[src/rtl/mem_arbiter.sv]
// mem_arbiter: round-robin arbiter that shares one fixed-latency block memory
// between the instruction-cache miss path and the data-cache miss/writeback
// path. One access at a time: grant, LATENCY busy cycles, one done cycle.
`timescale 1ns/1ps
module mem_arbiter #(
    parameter int unsigned LATENCY = 20,
    parameter int unsigned ADDR_W  = 32,
    parameter int unsigned BLK_W   = 64
) (
    input  logic              clk,
    input  logic              reset,
    // instruction side
    input  logic              i_req,
    input  logic [ADDR_W-1:0] i_addr,
    output logic              i_done,
    output logic [BLK_W-1:0]  i_rdata,
    // data side
    input  logic              d_req,
    input  logic              d_we,
    input  logic [ADDR_W-1:0] d_addr,
    input  logic [BLK_W-1:0]  d_wdata,
    output logic              d_done,
    output logic [BLK_W-1:0]  d_rdata,
    // backing memory
    output logic              mem_en,
    output logic              mem_we,
    output logic [ADDR_W-4:0] mem_addr,
    output logic [BLK_W-1:0]  mem_wdata,
    input  logic [BLK_W-1:0]  mem_rdata,
    output logic              busy
);

    localparam int unsigned CNT_W = $clog2(LATENCY + 1);
    localparam logic [CNT_W-1:0] LAST = CNT_W'(LATENCY - 1);

    typedef enum logic [1:0] {
        IDLE,
        BUSY,
        DONE
    } state_t;

    state_t           state;
    state_t           state_next;
    logic [CNT_W-1:0] count;
    logic             owner_d;    // 1 = data side owns the current access
    logic             last_i;     // 1 = most recent grant went to the instruction side
    logic             we_q;       // latched write flag of the current access
    logic             grant;
    logic             grant_d;
    logic             last_beat;

    // Byte-offset bits select a word inside the block and are not needed here.
    logic unused_offset;
    assign unused_offset = ^{i_addr[2:0], d_addr[2:0]};

    assign last_beat = (count == LAST);

    // State register.
    always_ff @(posedge clk) begin
        if (reset) begin
            state <= IDLE;
        end else begin
            state <= state_next;
        end
    end

    // Next-state, grant decision and per-state outputs.
    always_comb begin
        state_next = state;
        grant      = 1'b0;
        grant_d    = 1'b0;
        mem_en     = 1'b0;
        mem_we     = 1'b0;
        busy       = 1'b0;
        i_done     = 1'b0;
        d_done     = 1'b0;
        case (state)
            IDLE: begin
                if (i_req || d_req) begin
                    grant = 1'b1;
                    // data wins when alone, or on a tie when instruction went last
                    grant_d    = d_req && (!i_req || last_i);
                    state_next = BUSY;
                end
            end
            BUSY: begin
                mem_en = 1'b1;
                busy   = 1'b1;
                mem_we = we_q && last_beat;
                if (last_beat) begin
                    state_next = DONE;
                end
            end
            DONE: begin
                busy       = 1'b1;
                i_done     = !owner_d;
                d_done     = owner_d;
                state_next = IDLE;
            end
            default: state_next = IDLE;
        endcase
    end

    // Request latching at grant, busy-cycle counting and read-data capture.
    always_ff @(posedge clk) begin
        if (reset) begin
            count     <= '0;
            owner_d   <= 1'b1;
            last_i    <= 1'b1;
            we_q      <= 1'b0;
            mem_addr  <= '0;
            mem_wdata <= '0;
            i_rdata   <= '0;
            d_rdata   <= '0;
        end else if (grant) begin
            owner_d   <= grant_d;
            last_i    <= !grant_d;
            we_q      <= grant_d && d_we;
            mem_addr  <= grant_d ? d_addr[ADDR_W-1:3] : i_addr[ADDR_W-1:3];
            mem_wdata <= d_wdata;
            count     <= '0;
        end else if (state == BUSY) begin
            count <= count + CNT_W'(1);
            if (last_beat && !we_q) begin
                if (owner_d) begin
                    d_rdata <= mem_rdata;
                end else begin
                    i_rdata <= mem_rdata;
                end
            end
        end
    end

endmodule

[config.mk]
export PLATFORM = sky130hd
export DESIGN_NAME = mem_arbiter
export DESIGN_NICKNAME = d
export VERILOG_FILES = /design/src/rtl/mem_arbiter.sv
export SDC_FILE = /design/constraint.sdc
export NUM_CORES = 1
export LEC_CHECK = 0
export ABC_AREA = 1
export BUFFER_PORTS_ARGS = -buffer_cell sky130_fd_sc_hd__buf_2
export CORE_ASPECT_RATIO = 1.5
export CORE_UTILIZATION = 30
export DETAILED_ROUTE_END_ITERATION = 6
export GPL_TIMING_DRIVEN = 0
export SKIP_CTS_REPAIR_TIMING = 1
export SLEW_MARGIN = 40
export SYNTH_ARGS = -nofsm -noshare
export SYNTH_HDL_FRONTEND = slang
export SYNTH_SLANG_ARGS = --single-unit
[constraint.sdc]
create_clock -name clk -period 2.7 [get_ports clk]
set_input_delay 0.405 -clock clk [delete_from_list [all_inputs] [get_ports clk]]
set_output_delay 0.405 -clock clk [all_outputs]
set_load 0.005 [all_outputs]
==> run summary <==
The run finished with clean final reports. The maximum fanout encountered on the critical timing path was 8; the number of antenna violations at the first check in global routing was 2. The power per cell area was 750 nW/µm². The tools report the type of origin of the critical path as a register.

The floorplan step defined a core boundary enclosing 30,300 µm². The wire length per cell was 14.8 µm. Cell taking the most area after synthesis: sky130_fd_sc_hd__dfxtp_1. The switching part of the total power is 31.7%. The logs give 0.883 for the weighted congestion at the end of routability-driven global placement and 30.5% for the initial core utilization. The logs give 0 for the final-report hold violation count and 20.4% for the global-route usage over all layers. The clock root buffer was sky130_fd_sc_hd__clkbuf_16.

For this run, the number of Yosys warnings is 0. The part of the cycle the worst path needs was 82.8%; the wire length on met1 was 12.5 mm. The number of placed instances, taps included, is 2,166. The tools report the count of H-tree levels built during CTS as 1. The run gives 423 as the boundary pin count. The clock passes through at most 3 buffers. The clock network burns 34.9% of the power. In this run the most critical hold path is launched from d_we.

The number of library cell types mapped by synthesis came out at 23. Synthesis produced 1,350 cells. The startpoint identified for the worst register-to-register timing path is state[0]$_SDFFE_PP0P_. The data arrival at the endpoint of the critical path came out at 1.83 ns. The logs give 0 for the number of design rule violations left after detail routing and 1,994 for the final net count. The count of nets left with antenna violations once routing finished came out at 0. The maximum achievable frequency was 0.447 GHz; the sum of net half-perimeters after detailed placement was 26.0 mm. The tools report the wire length of the first global-routing pass as 50.4 mm. Sorting the synthesized cells by how often they occur yields sky130_fd_sc_hd__nor2_1 (479), sky130_fd_sc_hd__nand2_1 (298), sky130_fd_sc_hd__dfxtp_1 (231). The synthesized flop and latch total was 231.

IR analysis of the VDD net gives a maximum drop of 0.562 mV. The multi-input combinational cells in the finished layout cover a total of 3760 µm². The worst slew slack as a fraction of its limit came out at 50.7%. The slew at the pin closest to its max-slew limit works out to 0.738 ns. In the routed layout, each cell is associated on average with a via count of 4.40. Wires add up to 32.7 mm.

For the static leakage power, the log shows 0.00669 µW. In this run the top signal layer used is met5. The number of buffers added by the clock tree synthesis step is 25. For the relative contribution of combinational cells to total power, the log shows 23.0%.

The analysis attributes to net switching a power of 2990 µW. After floorplanning, the core was divided into 78 placement rows. Between clock sinks in the finished design, the worst skew comes to 0.00736 ns. The tools report the critical path required time as 2.30 ns. For the worst-skew pair later-pin latency, the log shows 0.52 ns.

The final-layout fill cell count came out at 3,269. The share of synthesized registers carrying an async set or reset was 0%; the register area share after synthesis was 50.1%. Via count of the first global-routing pass: 9,523.

Setup repair after global routing left no endpoint under its margin. The area of all sequential standard cells was 4620 µm²; the number of synthesized flops with an enable pin was 0. Length of routed met3 wiring: 2.71 mm. In this run the worst hold path is classified as input pin to register. The count of pins over their slew limit was 0; the layout-stage area growth over the synthesis result was 36.3%. The tool flagged a number of max-cap violations equal to 0.

A synthesized cell averages 6.84 µm². The die area is 31,500 µm², and the synthesized net count is 1,551. Final non-filler cell total: 2,209. The width of the die came out at 145 µm. The logs give 4 for the first-pass iteration count of the detailed router and 0 for the final count of negative-setup-slack endpoints. The smallest clock period supported by the final layout is computed as 2.24 ns. The run gives 16.9 mm as the sum of met2 wire segment lengths after detailed routing. Final core utilization: 41.6%.

Input and output buffers added on the ports amount to 416. For this design, the sink count on the clock tree is 231. By area the synthesized netlist is led by sky130_fd_sc_hd__dfxtp_1 (50%), sky130_fd_sc_hd__nor2_1 (19%), sky130_fd_sc_hd__nand2_1 (12%). The mapped netlist covers 9230 µm². Cell internal power was estimated by the tool at 6440 µW. The worst setup path startpoint is state[1]$_SDFFE_PP0P_.

The height of the chip is 217 µm, and the number of DRC markers in iteration 0 is 334. The part of the total power dissipated in sequential elements was 42.1%. The category of the critical setup timing path is register to primary output. TritonCTS built the clock tree. The worst setup path is captured at a primary output. Most instantiated library cell after synthesis: sky130_fd_sc_hd__nor2_1. Clock slew seen by the registers of the worst setup and hold paths: 0.06 ns. The logs give 14 for the maximum number of pins on one net before global-route repair and 0 ns for the final total negative setup slack. The layout cell share with drive strength beyond 1 was 27.5%. The overall via count from detail_route is 9,725.

The top cell type's share of synthesized area came out at 50.1%. For this run, the leading register cell type out of synthesis is sky130_fd_sc_hd__dfxtp_1. The total overflow left after global routing is 0.
worst paths after layout:
path                                                  to  slack (ns)  depth (start not counted)
worst min register to register  i_rdata[62]$_SDFFE_PP0P_        0.47                          2
worst min-delay path                   we_q$_SDFFE_PP0P_        0.12                          3
worst max register to register  i_rdata[15]$_SDFFE_PP0P_        0.57                          9
worst max-delay path                              mem_we        0.46                          5
placed cells by master (no fill, tap or decap), types with 2 or more instances in the layout:
master / count
sky130_fd_sc_hd__clkbuf_1: 43
sky130_fd_sc_hd__clkbuf_16: 25
sky130_fd_sc_hd__a21oi_1: 4
sky130_fd_sc_hd__buf_2: 427
sky130_fd_sc_hd__inv_2: 2
sky130_fd_sc_hd__nor2_2: 2
sky130_fd_sc_hd__ha_1: 4
sky130_fd_sc_hd__clkbuf_8: 3
sky130_fd_sc_hd__nor3_1: 2
sky130_fd_sc_hd__o21ai_0: 67
sky130_fd_sc_hd__nor2_1: 478
sky130_fd_sc_hd__buf_4: 18
sky130_fd_sc_hd__o211ai_1: 2
sky130_fd_sc_hd__buf_1: 4
sky130_fd_sc_hd__nand2_1: 298
sky130_fd_sc_hd__nor2_4: 3
sky130_fd_sc_hd__buf_6: 8
sky130_fd_sc_hd__dfxtp_1: 231
sky130_fd_sc_hd__nand3_1: 67
sky130_fd_sc_hd__clkinv_2: 6
sky130_fd_sc_hd__inv_1: 106
layout make-up:
cell class	count	area share (%)
flip-flops and latches	231	36.8
multi-input cells	932	29.9
repair buffers	416	16.6
clock buffers	33	5.45
well taps	400	3.98
plain buffers	79	3.48
inverters	108	3.22
clock inverters	9	0.607
diodes	1	0.0199
registers in the layout, summed over array words and instances (netlist names):
register   count
owner_d        1
mem_wdata     64
d_rdata       64
state          2
count          5
i_rdata       64
mem_addr      29
we_q           1
last_i         1
cells by family after synthesis:
| group | synth area share (%) |
|---|---|
| simple gates | 36.1 |
| flops | 50.1 |
| buf+inv | 9.14 |
| compound gates | 4.01 |
| fa+ha+maj | 0.542 |
| xor+xnor | 0.0949 |
worst max-delay path, cell delays in order (launching register included):
cell	delay (ns)
sky130_fd_sc_hd__dfxtp_1	0.31
sky130_fd_sc_hd__inv_1	0.10
sky130_fd_sc_hd__ha_1	0.32
sky130_fd_sc_hd__inv_2	0.11
sky130_fd_sc_hd__nor3_1	0.29
sky130_fd_sc_hd__buf_2	0.18
per-stage QoR:
| stage | power, µW | cell area (µm²) | worst slack (ns) | hold WS (ns) |
|---|---|---|---|---|
| 2_1_floorplan | 5230 | 9230 | 1.11 | 0.447 |
| 3_3_place_gp | 6210 | 11800 | 0.175 | 0.457 |
| 3_5_place_dp | 6250 | 11800 | 0.546 | 0.466 |
| 4_1_cts | 9590 | 12600 | 0.336 | 0.0906 |
| 5_1_grt | 10000 | 12600 | 0.286 | 0.115 |
| 6_report | 9440 | 12600 | 0.465 | 0.121 |
routing by layer:
| layer | vias to the layer above | track usage (%) |
|---|---|---|
| met1 | 4368 | 21.0 |
| met5 | - | 0 |
| met2 | 372 | 39.5 |
| met3 | 39 | 5.62 |
| met4 | 2 | 6.11 |
| li1 | 4944 | - |
power by group through the flow:
stage	Clock [µW]	Combinational (µW)	Sequential, µW
after floorplan	0	1160	4070
after global placement	0	2180	4030
after detailed placement	0	2200	4040
after CTS	3400	2210	3980
after global routing	3530	2460	4020
final	3290	2170	3980
(Power assumes the default switching activity.)
